===== src/rtl/spi_arb_pkg.sv =====
// Shared encodings and constants for the two-requester SPI master arbiter.
package spi_arb_pkg;

    typedef enum logic [3:0] {
        ST_IDLE  = 4'b0001,
        ST_ISSUE = 4'b0010,
        ST_WAIT  = 4'b0100,
        ST_RESP  = 4'b1000
    } state_t;

    localparam int TIMEOUT_DEFAULT = 1024;
    localparam int CNT_W           = 16;

    // Op bits inside the encoded SPI address; decoded by the SPI master, not here.
    localparam int WR_OP_BIT = 24;
    localparam int RD_OP_BIT = 25;

endpackage


===== src/rtl/spi_master_arbiter_rr.sv =====
// Two-way round-robin arbiter: on a tie the requester that did not win last time is granted.
module rr_arbiter2 (
    input  logic       ACLK,
    input  logic       ARESETN,
    input  logic [1:0] req,
    input  logic       accept,
    output logic [1:0] grant
);

    logic last_q;

    always_comb begin
        grant = 2'b00;
        case (req)
            2'b01:   grant = 2'b01;
            2'b10:   grant = 2'b10;
            2'b11:   grant = last_q ? 2'b01 : 2'b10;
            default: grant = 2'b00;
        endcase
    end

    // Pointer starts at 1 so requester 0 wins the first tie out of reset.
    always_ff @(posedge ACLK) begin
        if (!ARESETN) begin
            last_q <= 1'b1;
        end else if (accept) begin
            last_q <= grant[1];
        end
    end

endmodule


===== src/rtl/spi_master_arbiter.sv =====
// Shares one AXI4-Lite SPI master between two requesters, one transaction per grant,
// with a response timeout. dbg_state exposes the one-hot FSM state.
module spi_master_arbiter
    import spi_arb_pkg::*;
#(
    parameter int ADDR_W      = 32,
    parameter int DATA_W      = 32,
    parameter int TIMEOUT_CYC = TIMEOUT_DEFAULT
) (
    input  logic              ACLK,
    input  logic              ARESETN,
    input  logic              req0_valid,
    input  logic              req0_write,
    input  logic [ADDR_W-1:0] req0_addr,
    input  logic [DATA_W-1:0] req0_wdata,
    output logic              req0_ready,
    output logic              rsp0_valid,
    output logic [DATA_W-1:0] rsp0_rdata,
    output logic              rsp0_err,
    input  logic              req1_valid,
    input  logic              req1_write,
    input  logic [ADDR_W-1:0] req1_addr,
    input  logic [DATA_W-1:0] req1_wdata,
    output logic              req1_ready,
    output logic              rsp1_valid,
    output logic [DATA_W-1:0] rsp1_rdata,
    output logic              rsp1_err,
    output logic [ADDR_W-1:0] m_awaddr,
    output logic              m_awvalid,
    input  logic              m_awready,
    output logic [DATA_W-1:0] m_wdata,
    output logic              m_wvalid,
    input  logic              m_wready,
    input  logic              m_bvalid,
    output logic              m_bready,
    output logic [ADDR_W-1:0] m_araddr,
    output logic              m_arvalid,
    input  logic              m_arready,
    input  logic              m_rvalid,
    input  logic [DATA_W-1:0] m_rdata,
    output logic              m_rready,
    output logic [3:0]        dbg_state
);

    // Expiry fires in the cycle whose increment brings the counter to TIMEOUT_CYC-1,
    // so the error response lands TIMEOUT_CYC cycles after the grant.
    localparam logic [CNT_W-1:0] EXPIRE_AT = CNT_W'(TIMEOUT_CYC - 2);

    state_t              state_q, state_d;
    logic [CNT_W-1:0]    cnt_q;
    logic                lat_write_q;
    logic [ADDR_W-1:0]   lat_addr_q;
    logic [DATA_W-1:0]   lat_wdata_q;
    logic                owner_q;
    logic [DATA_W-1:0]   rdata_q;
    logic                err_q;
    logic [1:0]          grant;
    logic                accept;
    logic                expire;
    logic                cap_en;
    logic [DATA_W-1:0]   cap_rdata;
    logic                cap_err;

    rr_arbiter2 u_rr (
        .ACLK    (ACLK),
        .ARESETN (ARESETN),
        .req     ({req1_valid, req0_valid}),
        .accept  (accept),
        .grant   (grant)
    );

    assign accept     = ARESETN && (state_q == ST_IDLE) && (grant != 2'b00);
    assign req0_ready = accept && grant[0];
    assign req1_ready = accept && grant[1];
    assign expire     = (cnt_q >= EXPIRE_AT);

    assign m_awaddr  = lat_addr_q;
    assign m_araddr  = lat_addr_q;
    assign m_wdata   = lat_wdata_q;
    assign dbg_state = state_q;

    assign rsp0_valid = (state_q == ST_RESP) && !owner_q;
    assign rsp1_valid = (state_q == ST_RESP) && owner_q;
    assign rsp0_rdata = rsp0_valid ? rdata_q : '0;
    assign rsp1_rdata = rsp1_valid ? rdata_q : '0;
    assign rsp0_err   = rsp0_valid && err_q;
    assign rsp1_err   = rsp1_valid && err_q;

    always_comb begin
        state_d   = state_q;
        m_awvalid = 1'b0;
        m_wvalid  = 1'b0;
        m_arvalid = 1'b0;
        m_bready  = 1'b0;
        m_rready  = 1'b0;
        cap_en    = 1'b0;
        cap_rdata = '0;
        cap_err   = 1'b0;
        case (state_q)
            ST_IDLE: begin
                if (accept) state_d = ST_ISSUE;
            end
            ST_ISSUE: begin
                m_awvalid = lat_write_q;
                m_wvalid  = lat_write_q;
                m_arvalid = !lat_write_q;
                if (expire) begin
                    state_d = ST_RESP;
                    cap_en  = 1'b1;
                    cap_err = 1'b1;
                end else if (lat_write_q ? (m_awready && m_wready) : m_arready) begin
                    state_d = ST_WAIT;
                end
            end
            ST_WAIT: begin
                m_bready = lat_write_q;
                m_rready = !lat_write_q;
                // A response in the expiry cycle still counts as success.
                if (lat_write_q ? m_bvalid : m_rvalid) begin
                    state_d   = ST_RESP;
                    cap_en    = 1'b1;
                    cap_rdata = lat_write_q ? '0 : m_rdata;
                end else if (expire) begin
                    state_d = ST_RESP;
                    cap_en  = 1'b1;
                    cap_err = 1'b1;
                end
            end
            ST_RESP: begin
                state_d = ST_IDLE;
            end
            default: begin
                state_d = ST_IDLE;
            end
        endcase
    end

    always_ff @(posedge ACLK) begin
        if (!ARESETN) begin
            state_q     <= ST_IDLE;
            cnt_q       <= '0;
            lat_write_q <= 1'b0;
            lat_addr_q  <= '0;
            lat_wdata_q <= '0;
            owner_q     <= 1'b0;
            rdata_q     <= '0;
            err_q       <= 1'b0;
        end else begin
            state_q <= state_d;
            if (accept) begin
                owner_q     <= grant[1];
                lat_write_q <= grant[1] ? req1_write : req0_write;
                lat_addr_q  <= grant[1] ? req1_addr  : req0_addr;
                lat_wdata_q <= grant[1] ? req1_wdata : req0_wdata;
                cnt_q       <= '0;
            end else if (((state_q == ST_ISSUE) || (state_q == ST_WAIT)) && (cnt_q != '1)) begin
                cnt_q <= cnt_q + 1'b1;
            end
            if (cap_en) begin
                rdata_q <= cap_rdata;
                err_q   <= cap_err;
            end
        end
    end

endmodule


===== config.mk =====
export PLATFORM = sky130hd
export DESIGN_NAME = spi_master_arbiter
export DESIGN_NICKNAME = d
export VERILOG_FILES = /design/src/rtl/spi_arb_pkg.sv /design/src/rtl/spi_master_arbiter_rr.sv /design/src/rtl/spi_master_arbiter.sv
export SDC_FILE = /design/constraint.sdc
export NUM_CORES = 1
export LEC_CHECK = 0
export CAP_MARGIN = 20
export CORE_AREA = 2 2 134 136
export CTS_CLUSTER_SIZE = 40
export DETAILED_ROUTE_END_ITERATION = 8
export DIE_AREA = 0 0 136 138
export PLACE_DENSITY = 0.77
export SLEW_MARGIN = 20
export SYNTH_ARGS = -nofsm -noshare
export SYNTH_HDL_FRONTEND = slang
export SYNTH_SLANG_ARGS = --single-unit

===== constraint.sdc =====
create_clock -name ACLK -period 2.7 [get_ports ACLK]
set_clock_uncertainty 0.2 [all_clocks]
set_input_delay 0.675 -clock ACLK [delete_from_list [all_inputs] [get_ports ACLK]]
set_output_delay 0.675 -clock ACLK [all_outputs]
set_load 0.02 [all_outputs]

==> run_results.csv <==
group,metric,value,unit
sta,tightest_slew,0.7872,ns
run,max_cap_violations,0,
floorplan,start_util,36.89,%
global_route,grt_usage,24.09,%
power_and_ir_drop,ir_drop,0.4010,mV
floorplan,fp.coreArea,17530,um2
clock_tree,cts_buffers,17,
worst_setup_path,reg2reg_depth,5,
clock_tree,insertion_delay,0.41,ns
worst_setup_path,critPathKind,"reg2out",
synthesis,syn_area,6469,um2
synthesis,yosysUniqueCellTypes,54,
synthesis,ys_async_sr_fraction,0,%
global_route,grt_max_degree,69,
global_route,antenna_found_initial,3,
sta,maxSlewHeadroom,47.09,%
power_and_ir_drop,p_per_area,538.4,nW/um2
global_route,gr-total-overflow,0,
drt,ant_nets,0,
synthesis,synth-seq-cells,120,
clock_tree,cts_root_buf,"clkbuf_16",
worst_hold_path,holdPathStages,2,
placed_design,gp_congestion,0.8467,
synthesis,ys.flop_type,"dfxtp_1",
worst_hold_path,min_to,"m_wdata[30]",
finish,fill_cells,1529,
finish,layout-drive-gt1-share,17.81,%
synthesis,ys_seq_area_share,37.14,%
clock_tree,clock_path_buffers,2,
synthesis,syn_nets,952,
placed_design,dp_cells,1286,
sta,rsz0062_at_grt,"yes",
sta,finalHoldViolations,0,
drt,drtIter0Drc,389,
worst_setup_path,end_kind,"output port",
sta,setup_viol,2,
drt,route.detailed.vias_per_inst,5.310,
worst_setup_path,worst_setup_path_start_kind,"register",
finish,finalNetCount,1250,
clock_tree,cts_tree,"built",
worst_setup_path,critPathLaunch,"dbg_state[1]",
clock_tree,path_clk_slew,0.05,ns
worst_setup_path,rrSetupSlack,0.26,ns
placed_design,place_hpwl,16.75,mm
floorplan,ios,346,
global_route,grt_pass1_wl,36.21,mm
drt,finalWirelength,23.41,mm
synthesis,synth_edf_count,0,
worst_setup_path,required,1.82,ns
floorplan,die_area,18770,um2
floorplan,die_y,138,um
sta,timing.final.crit_period,2.782,ns
floorplan,rows,49,
finish,area_delta_synth_final,65.86,%
sta,slew_viol_final,0,
drt,wl_per_cell,17.72,um
clock_tree,htreeDepth,4,
synthesis,syn_avg_cell_area,8.304,um2
sta,fin_crit_sh,103.0,%
clock_tree,cts_hold_buffers,0,
finish,stdcell_area,10730,um2
worst_hold_path,min_from,"m_wdata[30]",
worst_setup_path,critPathArrivalTime,1.91,ns
drt,drc_errors,0,
sta,fin_ws,-0.08158,ns
outcome,status,"complete, but fails checks",
power_and_ir_drop,leakagePower,3.775,nW
sta,whs,0.2481,ns
floorplan,die_w,136,um
global_route,grt_pass1_vias,6754,
worst_setup_path,r2r_start,"dbg_state[1]",
outcome,failed_checks,"negative setup slack",
clock_tree,clock_sinks,120,
placed_design,place_area,10030,um2
sta,max_freq,359.5,MHz
worst_setup_path,crit_fanout,4,
worst_hold_path,hp-class,"reg2reg",
synthesis,yosys_warnings,0,
drt,first_pass_iters,5,
drt,vias,7015,
finish,finalNonFillerCells,1321,
worst_setup_path,r2r_end,"m_wdata[9]",
placed_design,port_buffers,345,
synthesis,syn_inst,779,
-- worst max-delay path: stages, from the launching register on --
cell and delay [ns]:
dfxtp_2 0.34, or4b_4 0.58, or2_4 0.27, nor3_4 0.17, buf_6 0.15
-- sequential cells by signal, summed over array words and instances (netlist names) --
register / count
err_q: 1
dbg_state: 4
m_wdata: 32
cnt_q: 16
rdata_q: 32
m_araddr: 32
lat_write_q: 1
u_rr.last_q: 1
owner_q: 1
-- cells in the mapped netlist, types with 2 or more instances --
master / number / area share (%)
buf_2: 11 / 0.85
mux2i_1: 4 / 0.62
o21ai_0: 3 / 0.23
o311ai_2: 30 / 7.5
buf_6: 6 / 1.0
a211oi_1: 3 / 0.35
nor4bb_1: 2 / 0.31
clkbuf_1: 51 / 3.0
dfxtp_1: 120 / 37
nand3_1: 36 / 2.8
o221ai_1: 65 / 8.8
and3_1: 7 / 0.68
o21ai_1: 2 / 0.15
o21a_1: 4 / 0.46
o41ai_1: 5 / 0.68
nand4_1: 5 / 0.48
buf_4: 36 / 4.2
ha_1: 2 / 0.39
and4_1: 4 / 0.54
nor3_1: 3 / 0.23
inv_1: 8 / 0.46
nand2_1: 144 / 8.4
o311ai_0: 4 / 0.54
nor2_1: 41 / 2.4
o311ai_1: 2 / 0.27
a31oi_1: 2 / 0.19
o31ai_1: 4 / 0.46
and2_1: 68 / 6.6
or4_1: 4 / 0.46
or4b_1: 2 / 0.31
a21oi_1: 74 / 5.7
nand2b_1: 5 / 0.48
-- metal layers --
layer	vias up	part of all wire (%)	global-route usage, %
met5	-	0	0
met4	0	2.4	8.388
met3	32	7.5	6.711
met2	278	49	40.47
met1	3317	41	29.37
li1	3388	-	-
-- stage by stage --
stage / util, % / total power (W) / worst slack [ns] / TNS, ns
floorplan: - / 0.002860 / 0.01482 / 0
global placement: 57.20 / 0.003557 / -0.4418 / -7.921
detailed placement: 57.20 / 0.003580 / -0.4664 / -9.562
CTS: 61.02 / 0.005831 / -0.09166 / -0.1119
global route: 61.19 / 0.006034 / -0.1359 / -7.380
finish: 61.19 / 0.005776 / -0.08158 / -0.1208
-- worst max-delay path by stage --
| stage | endpoint | slack, ns | depth (start not counted) |
|---|---|---|---|
| floorplan | req1_ready | 0.01 | 5 |
| global placement | req0_ready | -0.44 | 5 |
| detailed placement | req0_ready | -0.47 | 5 |
| finish | req1_ready | -0.08 | 4 |
| CTS | req1_ready | -0.09 | 4 |
| global route | rsp1_rdata[13] | -0.14 | 5 |
-- cell families after synthesis --
family | after synthesis | synth area share [%]
AOI/OAI and AO/OA | 206 | 26.46
DFF | 120 | 37.14
buffers and inverters | 113 | 9.555
and+or+nand+nor | 332 | 25.42
xor gates and xnor gates | 1 | 0.2515
adders and majority gates | 2 | 0.3868
muxes | 5 | 0.7930
-- what timing repair did --
item / in CTS / in global routing
cloned: 0 / 0
setup endpoints to repair: 75 / 75
pin swaps: 2 / 1
gates resized for setup: 231 / 9
setup buffers: 1 / 0
-- final cells by class --
type                       count  area (um2)  share of cell area (%)
multi-input combinational    546        3525                   32.85
clock inverter                 7       92.59                  0.8630
clock buffer                  24       491.7                   4.583
timing repair buffer         383        3886                   36.22
sequential                   120        2406                   22.43
tap                          229       286.5                   2.671
inverter                       9       33.78                  0.3149
antenna                        3       7.507                 0.06997
-- power breakdown --
part           switching, W  internal [W]
Clock              0.000782       0.00145
Combinational      0.000773      0.000761
Sequential        0.0000991       0.00191
Total               0.00165       0.00412
-- layout by cell type (no fill, tap or decap), drive strengths merged, types with 36 or more instances in the layout --
master | netlist | final
o311ai | 36 | 36
and2 | 68 | 68
o221ai | 65 | 65
nand3 | 36 | 36
clkdlybuf4s15 | 0 | 68
clkdlybuf4s50 | 0 | 268
a21oi | 75 | 75
dfxtp | 120 | 120
buf | 53 | 43
nand2 | 144 | 144
nor2 | 42 | 42
Note: power is estimated with default switching activity, not from simulation.
